--- src/rtl/panel_pkg.sv ---
// Shared constants, FSM encoding and vector types for the 5x7 LED matrix panel.
// Reused by the column-scan engine, the column multiplexers and the text renderer.
package panel_pkg;

    localparam int COLS  = 5;
    localparam int ROWS  = 7;
    localparam int COL_W = 3;

    typedef enum logic [1:0] {
        IDLE = 2'd0,
        SCAN = 2'd1,
        GAP  = 2'd2
    } scan_state_t;

    typedef logic [COL_W-1:0] col_idx_t;
    typedef logic [COLS-1:0]  col_vec_t;
    typedef logic [ROWS-1:0]  row_vec_t;
    typedef row_vec_t [COLS-1:0] frame_t;

    localparam col_idx_t LAST_COL = 3'd4;

    function automatic col_vec_t col_onehot(input col_idx_t idx);
        col_vec_t oh;
        oh = {COLS{1'b0}};
        for (int i = 0; i < COLS; i++) begin
            oh[i] = (idx == col_idx_t'(i));
        end
        return oh;
    endfunction

    function automatic col_idx_t next_col(input col_idx_t idx);
        return (idx == LAST_COL) ? 3'd0 : idx + 3'd1;
    endfunction

endpackage

--- src/rtl/dwell_timer.sv ---
// Per-column dwell counter: counts 0..DWELL_CYCLES-1 while enabled and wraps,
// flagging the last count so the scan engine knows when to leave the column.
module dwell_timer #(
    parameter int DWELL_CYCLES = 1000
) (
    input  logic clk,
    input  logic reset,
    input  logic clr,
    input  logic en,
    output logic tc
);

    localparam int CNT_W = $clog2(DWELL_CYCLES);
    localparam logic [CNT_W-1:0] LAST = CNT_W'(DWELL_CYCLES - 1);

    logic [CNT_W-1:0] count_r;

    assign tc = (count_r == LAST);

    // dwell counter register; clear has priority over counting
    always_ff @(posedge clk or posedge reset) begin
        if (reset) begin
            count_r <= {CNT_W{1'b0}};
        end else if (clr) begin
            count_r <= {CNT_W{1'b0}};
        end else if (en) begin
            count_r <= tc ? {CNT_W{1'b0}} : count_r + {{(CNT_W-1){1'b0}}, 1'b1};
        end else begin
            count_r <= count_r;
        end
    end

endmodule

--- src/rtl/matrix_scan_controller.sv ---
// Column-scan engine for the 5x7 LED matrix: double-buffered frame, one-column-at-a-time
// drive with a blanking gap between columns, and tear-free commits at frame wrap.
module matrix_scan_controller
    import panel_pkg::*;
#(
    parameter int DWELL_CYCLES = 1000
) (
    input  logic             clk,
    input  logic             reset,
    input  logic             load_valid,
    output logic             load_ready,
    input  logic [COL_W-1:0] load_col,
    input  logic [ROWS-1:0]  load_data,
    input  logic             commit,
    input  logic             blank,
    output logic [COL_W-1:0] col_sel,
    output logic [COLS-1:0]  col_en,
    output logic [ROWS-1:0]  row_out,
    output logic             frame_tick
);

    scan_state_t state_r, state_s;
    col_idx_t    col_sel_r, col_s;
    col_vec_t    col_en_r, col_en_s;
    row_vec_t    row_out_r, row_s;
    frame_t      front_r, back_r, front_s;
    logic        frame_tick_r, load_ready_r;
    logic        pending_r, pending_s;
    logic        apply_s, tick_s, wr_s, tc_s;
    logic        timer_clr_s, timer_en_s;

    assign timer_en_s  = (state_r == SCAN);
    assign timer_clr_s = (state_r != SCAN) || blank;

    dwell_timer #(
        .DWELL_CYCLES(DWELL_CYCLES)
    ) u_dwell_timer (
        .clk  (clk),
        .reset(reset),
        .clr  (timer_clr_s),
        .en   (timer_en_s),
        .tc   (tc_s)
    );

    // out-of-range columns still handshake but never land in the buffer
    assign wr_s = load_valid && load_ready_r && (load_col <= LAST_COL);

    // next state, next column, frame wrap and commit-apply decisions
    always_comb begin
        state_s = state_r;
        col_s   = col_sel_r;
        apply_s = 1'b0;
        tick_s  = 1'b0;
        case (state_r)
            IDLE: begin
                apply_s = pending_r;
                col_s   = 3'd0;
                if (blank) begin
                    state_s = IDLE;
                end else begin
                    state_s = SCAN;
                end
            end
            SCAN: begin
                if (blank) begin
                    state_s = IDLE;
                    col_s   = 3'd0;
                end else if (tc_s) begin
                    state_s = GAP;
                end else begin
                    state_s = SCAN;
                end
            end
            GAP: begin
                if (blank) begin
                    state_s = IDLE;
                    col_s   = 3'd0;
                end else begin
                    state_s = SCAN;
                    col_s   = next_col(col_sel_r);
                    if (col_sel_r == LAST_COL) begin
                        tick_s  = 1'b1;
                        apply_s = pending_r;
                    end else begin
                        tick_s  = 1'b0;
                        apply_s = 1'b0;
                    end
                end
            end
            default: begin
                state_s = IDLE;
                col_s   = 3'd0;
            end
        endcase
    end

    // front buffer / pending update and the column drive seen after this edge
    always_comb begin
        front_s   = front_r;
        pending_s = pending_r;
        col_en_s  = {COLS{1'b0}};
        row_s     = {ROWS{1'b0}};
        if (apply_s) begin
            front_s   = back_r;
            pending_s = 1'b0;
        end else begin
            pending_s = pending_r | commit;
        end
        // row_out is taken from the post-commit front so the wrap column is never stale
        if (state_s == SCAN) begin
            col_en_s = col_onehot(col_s);
            row_s    = front_s[col_s];
        end else begin
            col_en_s = {COLS{1'b0}};
            row_s    = {ROWS{1'b0}};
        end
    end

    // FSM state and registered panel outputs
    always_ff @(posedge clk or posedge reset) begin
        if (reset) begin
            state_r      <= IDLE;
            col_sel_r    <= 3'd0;
            col_en_r     <= {COLS{1'b0}};
            row_out_r    <= {ROWS{1'b0}};
            frame_tick_r <= 1'b0;
            load_ready_r <= 1'b1;
            pending_r    <= 1'b0;
        end else begin
            state_r      <= state_s;
            col_sel_r    <= col_s;
            col_en_r     <= col_en_s;
            row_out_r    <= row_s;
            frame_tick_r <= tick_s;
            load_ready_r <= ~pending_s;
            pending_r    <= pending_s;
        end
    end

    // frame buffers; back is frozen while a commit is pending because load_ready is low
    always_ff @(posedge clk or posedge reset) begin
        if (reset) begin
            front_r <= {(COLS*ROWS){1'b0}};
            back_r  <= {(COLS*ROWS){1'b0}};
        end else begin
            front_r <= front_s;
            if (wr_s) begin
                back_r[load_col] <= load_data;
            end else begin
                back_r <= back_r;
            end
        end
    end

    assign col_sel    = col_sel_r;
    assign col_en     = col_en_r;
    assign row_out    = row_out_r;
    assign frame_tick = frame_tick_r;
    assign load_ready = load_ready_r;

endmodule

--- config.mk ---
export PLATFORM = sky130hd
export DESIGN_NAME = matrix_scan_controller
export DESIGN_NICKNAME = d
export VERILOG_FILES = /design/src/rtl/panel_pkg.sv /design/src/rtl/dwell_timer.sv /design/src/rtl/matrix_scan_controller.sv
export SDC_FILE = /design/constraint.sdc
export NUM_CORES = 1
export LEC_CHECK = 0
export CORE_MARGIN = 5
export CORE_UTILIZATION = 60
export DETAILED_ROUTE_END_ITERATION = 8
export PLACE_DENSITY = 0.81
export SLEW_MARGIN = 40
export SYNTH_ARGS = -nofsm -noshare
export SYNTH_HDL_FRONTEND = slang
export SYNTH_SLANG_ARGS = --single-unit
--- constraint.sdc ---
create_clock -name clk -period 6.3 [get_ports clk]
set_clock_uncertainty 0.05 [all_clocks]
set_input_delay 1.26 -clock clk [delete_from_list [all_inputs] [get_ports clk]]
set_output_delay 1.26 -clock clk [all_outputs]
set_load 0.01 [all_outputs]
== Word-level counts from Yosys, hierarchy flattened ==
Index checks and enable logic that the tools add are counted.

* Register bits after elaboration: 100
* Logic and storage cells: 70

* Add/sub/neg operators: 2
* $lt $le $gt $ge: 4
* Equal/unequal tests: 10
* Muxes and demuxes: 26
* Bitwise gates (word level): 2
* Reductions and logical operators: 8

{| class="wikitable"
|+ Operators with widths
! operator !! number
|-
| bitwise mux 35 bit || 1
|-
| two-way mux 35 bit || 1
|-
| two-way mux 10 bit || 3
|-
| binary-select mux 7 bit (select 3 bit) || 1
|-
| demux 7 bit (select 3 bit) || 1
|-
| two-way mux 7 bit || 3
|-
| adder 10 x 1 -> 10 bit (second input constant) || 1
|-
| == test 10 bit (second input constant) || 1
|-
| two-way mux 3 bit || 3
|-
| < comparator 3 x 4 -> 1 bit (second input constant) || 2
|-
| two-way mux 1 bit || 7
|-
| == test 3 x 2 -> 1 bit (second input constant) || 2
|-
| == test 3 bit (second input constant) || 2
|-
| case mux 3 bit (2 select lines) || 1
|-
| two-way mux 5 bit || 1
|-
| == test 2 x 1 -> 1 bit (second input constant) || 2
|-
| two-way mux 2 bit || 2
|-
| case mux 2 bit (2 select lines) || 1
|-
| adder 3 x 1 -> 3 bit (second input constant) || 1
|-
| == test 3 x 1 -> 1 bit (second input constant) || 1
|-
| >= comparator 3 x 1 -> 1 bit (second input constant) || 1
|-
| <= comparator 3 bit (second input constant) || 1
|-
| logical AND 1 bit || 3
|-
| logical NOT 3 bit || 1
|-
| other kinds (9) || 9
|}

== Logic depth before layout (Yosys ltp) ==
Gate-level depths: netlist of run 1.

* Depth in word-level cells: 8
* Depth in mapped cells: 9
* Gate-level depth less buffers: 7

== By module ==
A second synthesis of run 1 with hierarchy kept.

* Cells, all modules: 321
* Area, all modules: 4290.4 um2

{| class="wikitable"
|+ By module, submodules not included
! module !! instances !! cells each !! area an instance (um2)
|-
| matrix_scan_controller || 1 || 267 || 3752.3
|-
| dwell_timer || 1 || 54 || 538.0
|}

== Worst setup path before layout of run 1 ==
No wires, ideal clock.

* Path type: input to register
* Start point: input blank
* End point: register row_out_r[0], in the netlist row_out[0]
* Setup time: 0.136 ns
* Arrival: 2.630 ns
* Slack: 3.484 ns
* Stages on the path: 8
* Path through: buf_6 > nand2b_4 > o31a_1 > buf_6 > buf_12 > mux4_2 > nand2_1 > o211ai_1

* Longest elaborated chain between the ends: 6
* Elaborated cells between the ends (all ways): 13
* Those cells by class: 1 x eq/ne; 12 x mux

{| class="wikitable"
|+ RTL lines
! item !! line !! source
|-
| start, declared || matrix_scan_controller.sv:15 || <nowiki>input logic blank,</nowiki>
|-
| two-way mux 1 bit || matrix_scan_controller.sv:75 || <nowiki>if (blank) begin</nowiki>
|-
| case mux 1 bit (2 select lines) || matrix_scan_controller.sv:54 || <nowiki>case (state_r)</nowiki>
|-
| two-way mux 35 bit || matrix_scan_controller.sv:103 || <nowiki>if (apply_s) begin</nowiki>
|-
| binary-select mux 7 bit (select 3 bit) || matrix_scan_controller.sv:112 || <nowiki>row_s = front_s[col_s];</nowiki>
|-
| two-way mux 7 bit (implied by the code) || matrix_scan_controller.sv:112 ||
|-
| two-way mux 7 bit * || matrix_scan_controller.sv:110 || <nowiki>if (state_s == SCAN) begin</nowiki>
|-
| named net row_s[0] || matrix_scan_controller.sv:25 || <nowiki>row_vec_t row_out_r, row_s;</nowiki>
|-
| end signal, assigned || matrix_scan_controller.sv:125 || <nowiki>row_out_r <= {ROWS{1'b0}};</nowiki>
|-
| end signal, assigned || matrix_scan_controller.sv:133 || <nowiki>row_out_r <= row_s;</nowiki>
|-
| end, declared || matrix_scan_controller.sv:25 ||
|}

The timed path passes the listed nets; every way through them passes the cells marked *. The select of a mux whose other input is x is not followed.
A chain may end at the register's enable or synchronous reset.

== Final worst setup path of run 1 ==
* Start point: input blank
* End point: register row_out_r[6], in the netlist row_out[6]

Same word-level chain as after synthesis.

==> run summary, run 1 <==
The run finished with clean final reports. The overall power of the completed layout came out at 1750 uW. Of the total power, registers draw 0.540. The most common cell after layout, fill and taps aside is sky130_fd_sc_hd__dfrtp_1. The floorplan die area came out at slightly above 9000 um2.

The number of instances in the synthesized netlist is 316. The root buffer cell is sky130_fd_sc_hd__clkbuf_8. 32 I/O pins were placed. Headroom to the max-slew limit came out at 0.489.

The kind of end point of the critical path is a register. The non-filler instance count after layout is 457. The reported net switching power is 482 uW. The wire length of the first global-routing pass came out at 13.7 mm. The slack of the worst reg-to-reg path came out at about 3.5 ns.

Counting distinct cell types in the post-synthesis netlist gives 44. Once the clock tree was built, the setup fixing pass inserted 0 buffers. The TritonCTS clock tree is built. The later-pin clock latency in the skew report is 0.37 ns.

The maximum level of the CTS H-tree is 3. The count of vias placed by the detailed router is 2632. The tightest hold path in the finished design has a slack of 0.441 ns. In the final routed layout, each cell accounts on average for ~18 um. The total number of nets in the final design is 375. Of the total power, the share spent switching nets is 0.275.

The HPWL reported at the end of detailed placement came out at between 5 and 6 mm. The actual transition at the worst max-transition pin came out at 0.762 ns. The post-synthesis sequential element count came out at 100. Setup violations remaining at the end of the flow were counted as 0.

The number of placed instances, taps included, is 441. The leakage power came out at between 0.002 and 0.0025 uW. The worst setup path is launched from a primary input. The final weighted congestion in routability-driven placement is between 0.7 and 0.8. Dividing total power by cell area gives a power density of approximately 350 nW/um2. The number of max-slew violations in the final report was 0. The number of gates resized after cts is 0. The library cells used most frequently in the layout, excluding fill and tap cells, are 99 x sky130_fd_sc_hd__dfrtp_1, 63 x sky130_fd_sc_hd__mux2_2, 31 x sky130_fd_sc_hd__clkdlybuf4s50_1. The standard-cell row count came out at 31. The Yosys step of the flow raised 0 warnings. After global routing the overflow that remains totals 0. The number of global-route vias before repair is 2712. The clock transition time at the flip-flop clock pins of the worst setup and hold paths is 0.10 ns.

The final number of hold-violating endpoints came to 0. The worst-case vdd ir drop is around 0.20 mV. The initial utilization of the core area, before any placement, comes to 0.613. In the synthesized netlist the dominant register cell turns out to be sky130_fd_sc_hd__dfrtp_1. The iteration-0 DRC count of the detailed router came out at 102.

The first detailed-routing pass ran for 4 iterations. The worst-case reg-to-reg path depth is 8. Walking the worst path, the cells encountered are clkdlybuf4s50_1 -> and4b_1 -> o21ai_4 -> buf_4 -> mux4_2 -> nand3_1 -> o211ai_1. The detail-routed via count per cell is 5.76. The repair_antennas step left the layout with diodes totalling 0.

The overall global routing resource usage came out at 0.203. Across the run, the number of max-cap violations was 0. The layout overhead on the synthesized area came out at 14.0%.

The startpoint of the lowest-slack register-to-register path is state_r[0]. The remaining antenna violation count came out at 0. The mean instance size in the synthesized netlist came out at 14.1 um2. The share of total power dissipated in the clock network is 0.224. The total cell area at the placement stage came out at 4870 um2. The synthesized design contains 0 enable-type register cells.

The data required time of the critical path is 6.47 ns. The quantity of I/O buffers inserted on ports came out at 31. Data arrives at the worst endpoint at approximately 3.8 ns. The width of the chip is 96.1 um.

The minimum clock period came out at 3.61 ns. The leading area contributor after synthesis is sky130_fd_sc_hd__dfrtp_1. The critical register-to-register path endpoint is row_out[6]. Yosys attributes the largest share of cell area to sky130_fd_sc_hd__dfrtp_1 56%, sky130_fd_sc_hd__mux2_2 16%, sky130_fd_sc_hd__mux4_2 4.6%. The part of the power in combinational logic is 0.236. The total wirelength of the detailed-routed design came out at a little over 8 mm. The maximum number of buffers from clock root to sink came out at 2. The TritonCTS buffer count is 9. The largest net degree at the start of global routing came out at 68. The worst-path cell with the longest stage delay is sky130_fd_sc_hd__clkdlybuf4s50_1. The critical path in this run is classified as in -> reg. The area of the mapped netlist came out at 4450 um2. The maximum fanout along the worst path is 24.

In this run the worst setup path begins at blank. The critical path endpoint is row_out[6]. The layout has between 400 and 500 filler cells. The worst stage delay on the critical path is 0.63 ns. The part of the Yosys area used for sequential elements is 0.563. The number of nets in the synthesized netlist came out at 338. The internal cell power came out at 1270 uW.

The total area inside the core boundary comes to 7250 um2. Of the cells placed in the final design, the portion with a size suffix greater than 1 is 0.288. Dividing the final minimum period by the clock period gives 0.573. The number of hold buffers added after CTS was 0. The final instance area came out at 5070 um2. The number of clock sinks came out at 100.

The setup total negative slack came out at 0 ns. In this run the worst hold path is classified as reg -> reg. The maximum achievable frequency is approximately 280 MHz.

After detailed routing, the number of remaining DRC violations is 0. Counting flops with an async set or reset pin after synthesis yields a share of 1.00. Of the post-synthesis cell area, the dominant cell type holds 0.557. Setup repair after global routing left no endpoint under its margin. The number of antenna violations at the first check in global routing came out at 0. The die height came out at 96.1 um.
-- flip-flops by register name, indices dropped and copies added, names as in the netlist --
name / flops
u_dwell_timer.count_r: 10
state_r: 2
load_ready: 1
row_out: 7
col_en: 5
frame_tick: 1
front_r: 35
pending_r: 1
col_sel: 3
back_r: 35
-- layer usage --
| layer | vias to the layer above | wire length, um | track usage |
|---|---|---|---|
| met4 | 0 | 131 | 0.0569 |
| met1 | 1356 | 3540 | 0.258 |
| met5 | - | 0 | 0 |
| met2 | 47 | 4300 | 0.343 |
| li1 | 1215 | - | - |
| met3 | 14 | 303 | 0.0524 |
-- cell families (layout without fill, tap and decap cells) --
logic type      count (synthesis)  in the layout  share of synthesized area
fa+ha+maj                       7              7                     0.0197
buf+inv                        27             69                     0.0312
mux                            85             85                      0.253
flops                         100            100                      0.563
simple gates                   70             70                     0.0858
xor+xnor                        6              6                     0.0118
compound gates                 21             21                     0.0357
-- power by group through the flow --
stage               clock network (uW)  registers [uW]  logic [uW]
finish                             393             947         414
global route                       429             973         453
CTS                                402             947         419
detailed placement                   0             958         417
global placement                     0             946         396
floorplan                            0             925         321
-- cell usage after synthesis, drive strengths merged, types with 2 or more instances --
master,instances
and3,2
or3,3
a21oi,3
nor3,3
mux2,63
nor2,17
nand4bb,2
xor2,3
nand2b,2
and2,4
nand3b,2
o21ai,3
nand4,3
xnor2,3
inv,18
nand3,11
dfrtp,99
o211ai,7
ha,7
buf,8
mux2i,8
o31ai,2
mux4,14
nand2,15
-- how the worst min path moves through the flow --
stage / start / to / slack, ns / cells past startpoint
floorplan: pending_r / load_ready / 0.38 / 1
global placement: front_r[34] / front_r[34] / 0.42 / 2
detailed placement: front_r[33] / front_r[33] / 0.42 / 2
CTS: front_r[33] / front_r[33] / 0.45 / 2
global route: front_r[25] / front_r[25] / 0.47 / 1
finish: front_r[33] / front_r[33] / 0.44 / 2
-- layout make-up --
cell class / count / area [um2] / share of cell area
repair buffers: 35 / 344 / 0.0679
inverters: 18 / 70.1 / 0.0138
flip-flops and latches: 100 / 2500 / 0.494
clock buffers: 11 / 151 / 0.0299
well taps: 99 / 124 / 0.0244
clock inverters: 5 / 41.3 / 0.00815
multi-input cells: 189 / 1830 / 0.362
-- worst max-delay path: cells and delay by family --
family / cells / cell delay, ns
AOI/OAI and AO/OA: 2 / 0.52
buffers and inverters: 2 / 1.04
muxes: 1 / 0.55
and+or+nand+nor: 2 / 0.40
-- stage by stage --
| stage | util | worst slack [ns] |
|---|---|---|
| 2_1_floorplan | - | 2.37 |
| 3_3_place_gp | 0.669 | 2.34 |
| 3_5_place_dp | 0.671 | 2.33 |
| 4_1_cts | 0.698 | 2.71 |
| 5_1_grt | 0.699 | 2.56 |
| 6_report | 0.699 | 2.69 |
(Power assumes the default switching activity.)
==> run 2: changes to the inputs <==
CORE_UTILIZATION = 53   (was 60)
PLACE_DENSITY = 0.76   (was 0.81)
clock period = 3.1 ns   (was 6.3 ns; I/O delays follow)
==> run summary, run 2 (synthesized netlist as in run 1, its figures left out) <==
STA classifies the critical path endpoint as a register. The flow ran to the end, and the final reports show no timing, DRC or antenna violations. For this design the top-level I/O count stands at 32. The number of buffers added to fix hold violations after cts is 0. The final number of hold-violating endpoints is 0.

Routability-driven placement finished with a final weighted congestion of 0.791. The number of gates resized after cts is 0. The post-detailed-route DRC marker count is 0. The largest registers in the layout are back_r (35), front_r (35), u_dwell_timer.count_r (10). The standard cell core area is 8180 um2. The initial core utilization came out at 0.544. The path type of the worst min-delay path is reg -> reg. The later-pin clock latency in the skew report came out at roughly 0.37 ns.

The worst-case reg-to-reg path depth came out at 8. Across the VDD grid, the largest voltage drop is roughly 0.32 mV. Buffers placed on the I/O ports in this run total 31. The count of vias placed by the detailed router came out at 2664.

After detailed placement, the design holds a cell count of between 400 and 500. The library cell used most frequently in the layout, excluding fill and tap cells, is sky130_fd_sc_hd__dfrtp_1. The iteration-0 DRC count of the detailed router came out at 88.

The die height is 102 um. The maximum number of buffers from clock root to sink is 2. The actual transition at the worst max-transition pin came out at between 0.7 and 0.8 ns. Setup repair after global routing left no endpoint under its margin. The wire length per cell is 17.8 um.

TritonCTS built the clock tree. The kind of launch point of the worst setup path is a primary input. The power density over cell area came out at a little under 700 nW/um2. Global routing finished with a remaining overflow of 0. After clock tree synthesis, the clock-pin slew on the worst setup and hold paths is 0.10 ns. The fraction of layout instances using a drive strength above 1 is 0.292. 0 antenna diodes ended up in the layout.

Across the run, the number of max-cap violations was 0. In the layout the commonest cells are 99 x sky130_fd_sc_hd__dfrtp_1, 63 x sky130_fd_sc_hd__mux2_2, 31 x sky130_fd_sc_hd__clkdlybuf4s50_1. Summed over all layers, the routed wires come to 8.35 mm.

The ratio of final minimum period to clock period is 0.783. The total number of nets in the final design came out at 380. The total setup violations reported at the end of the flow came out at 0.

The non-filler instance count after layout came out at roughly 470. For this run, the top clock speed supported by timing is 412 MHz. The die covers 10300 um2.

The number of max-slew violations in the final report came out at 0. The setup total negative slack came out at 0 ns. In the routed layout, each cell is associated on average with a via count of 5.69. The largest net degree at the start of global routing is 101. The number of antenna violations at the first check in global routing came to 0. The maximum level of the CTS H-tree came out at 3. The number of global-route vias before repair came out at 2801. The class of the most critical setup path is in -> reg. Row generation in the floorplan step produced 33 rows. Detailed placement ended at an HPWL of 5.69 mm. For this design, the sink count on the clock tree is 100. Clock tree synthesis selected as its root buffer the cell sky130_fd_sc_hd__clkbuf_8.

The TritonCTS buffer count came out at 9. The number of fill cells in the layout came out at 616. The remaining antenna violation count is 0.

In this run the static leakage power is 0.00230 uW. The buffer count from post-CTS setup fixing is 0. Of all nets on the critical path, the largest fanout is 16. The wire length of the first global-routing pass is approximately 14 mm. The overall global routing resource usage came out at 0.177. The layout overhead on the synthesized area is 15.8%. In this run the horizontal extent of the chip is 102 um. The cell count of the worst hold path came out at 1. The data required time of the critical path is between 3 and 4 ns. The critical path data arrival time came out at 2.62 ns.

The headroom to the max-slew limit came out at 0.487. Counting I/O delays and the setup requirement, the final critical path takes 2.43 ns. The hold slack came out at 0.443 ns. The number of iterations in the first detailed-routing pass is 4.
-- run 2: cell types whose count changed in the layout (fill, tap and decap cells not counted), moves of 2 or more --
cell / before / now
sky130_fd_sc_hd__inv_6: 3 / 0
sky130_fd_sc_hd__buf_12: 0 / 4
sky130_fd_sc_hd__inv_8: 0 / 2
sky130_fd_sc_hd__clkinv_4: 0 / 2
sky130_fd_sc_hd__clkbuf_8: 11 / 9
sky130_fd_sc_hd__buf_4: 3 / 5
-- run 2: area by class of cell --
| class | count | area (um2) | area share |
|---|---|---|---|
| well taps | 105 | 131 | 0.0255 |
| multi-input cells | 189 | 1830 | 0.356 |
| flip-flops and latches | 100 | 2500 | 0.486 |
| repair buffers | 40 | 428 | 0.0831 |
| inverters | 18 | 71.3 | 0.0138 |
| clock buffers | 9 | 124 | 0.0240 |
| clock inverters | 7 | 60.1 | 0.0117 |
-- run 2: metal layers --
| layer | global-route usage | share of wire |
|---|---|---|
| met1 | 0.224 | 0.44 |
| met2 | 0.294 | 0.50 |
| met3 | 0.0310 | 0.033 |
| met4 | 0.0869 | 0.024 |
| met5 | 0 | 0 |
-- run 2: through the flow --
step	area (um2)	power, uW	utilization	setup WS [ns]
after floorplan	4450	2530	-	0.924
after global placement	4950	2750	0.605	0.145
after detailed placement	4970	2820	0.608	0.289
after CTS	5150	3580	0.630	0.693
after global routing	5150	3750	0.630	0.590
final	5150	3550	0.630	0.672
-- run 2: power breakdown --
| part | leakage (uW) | switching (uW) | total [uW] | internal, uW |
|---|---|---|---|---|
| Combinational | 0.000952 | 313 | 862 | 549 |
| Sequential | 0.00126 | 210 | 1920 | 1710 |
| Clock | 0.0000892 | 465 | 769 | 304 |
-- run 2: path summary, 6_finish.rpt --
check | from | end | slack [ns]
worst min register to register | u_dwell_timer.count_r[0] | u_dwell_timer.count_r[0] | 0.44
worst max-delay path | blank | row_out[5] | 0.67
worst max register to register | state_r[0] | row_out[5] | 0.78
max in group asynchronous | reset | load_ready | 1.91
worst min-delay path | u_dwell_timer.count_r[0] | u_dwell_timer.count_r[0] | 0.44
min in group asynchronous | reset | front_r[34] | 0.67
-- run 2: worst max-delay path: stages --
cell and delay, ns:
sky130_fd_sc_hd__clkdlybuf4s50_1 0.65, sky130_fd_sc_hd__nand2b_4 0.21, sky130_fd_sc_hd__o31a_1 0.19, sky130_fd_sc_hd__buf_12 0.19, sky130_fd_sc_hd__mux4_1 0.57, sky130_fd_sc_hd__nand3_1 0.10
sky130_fd_sc_hd__o211ai_1 0.08
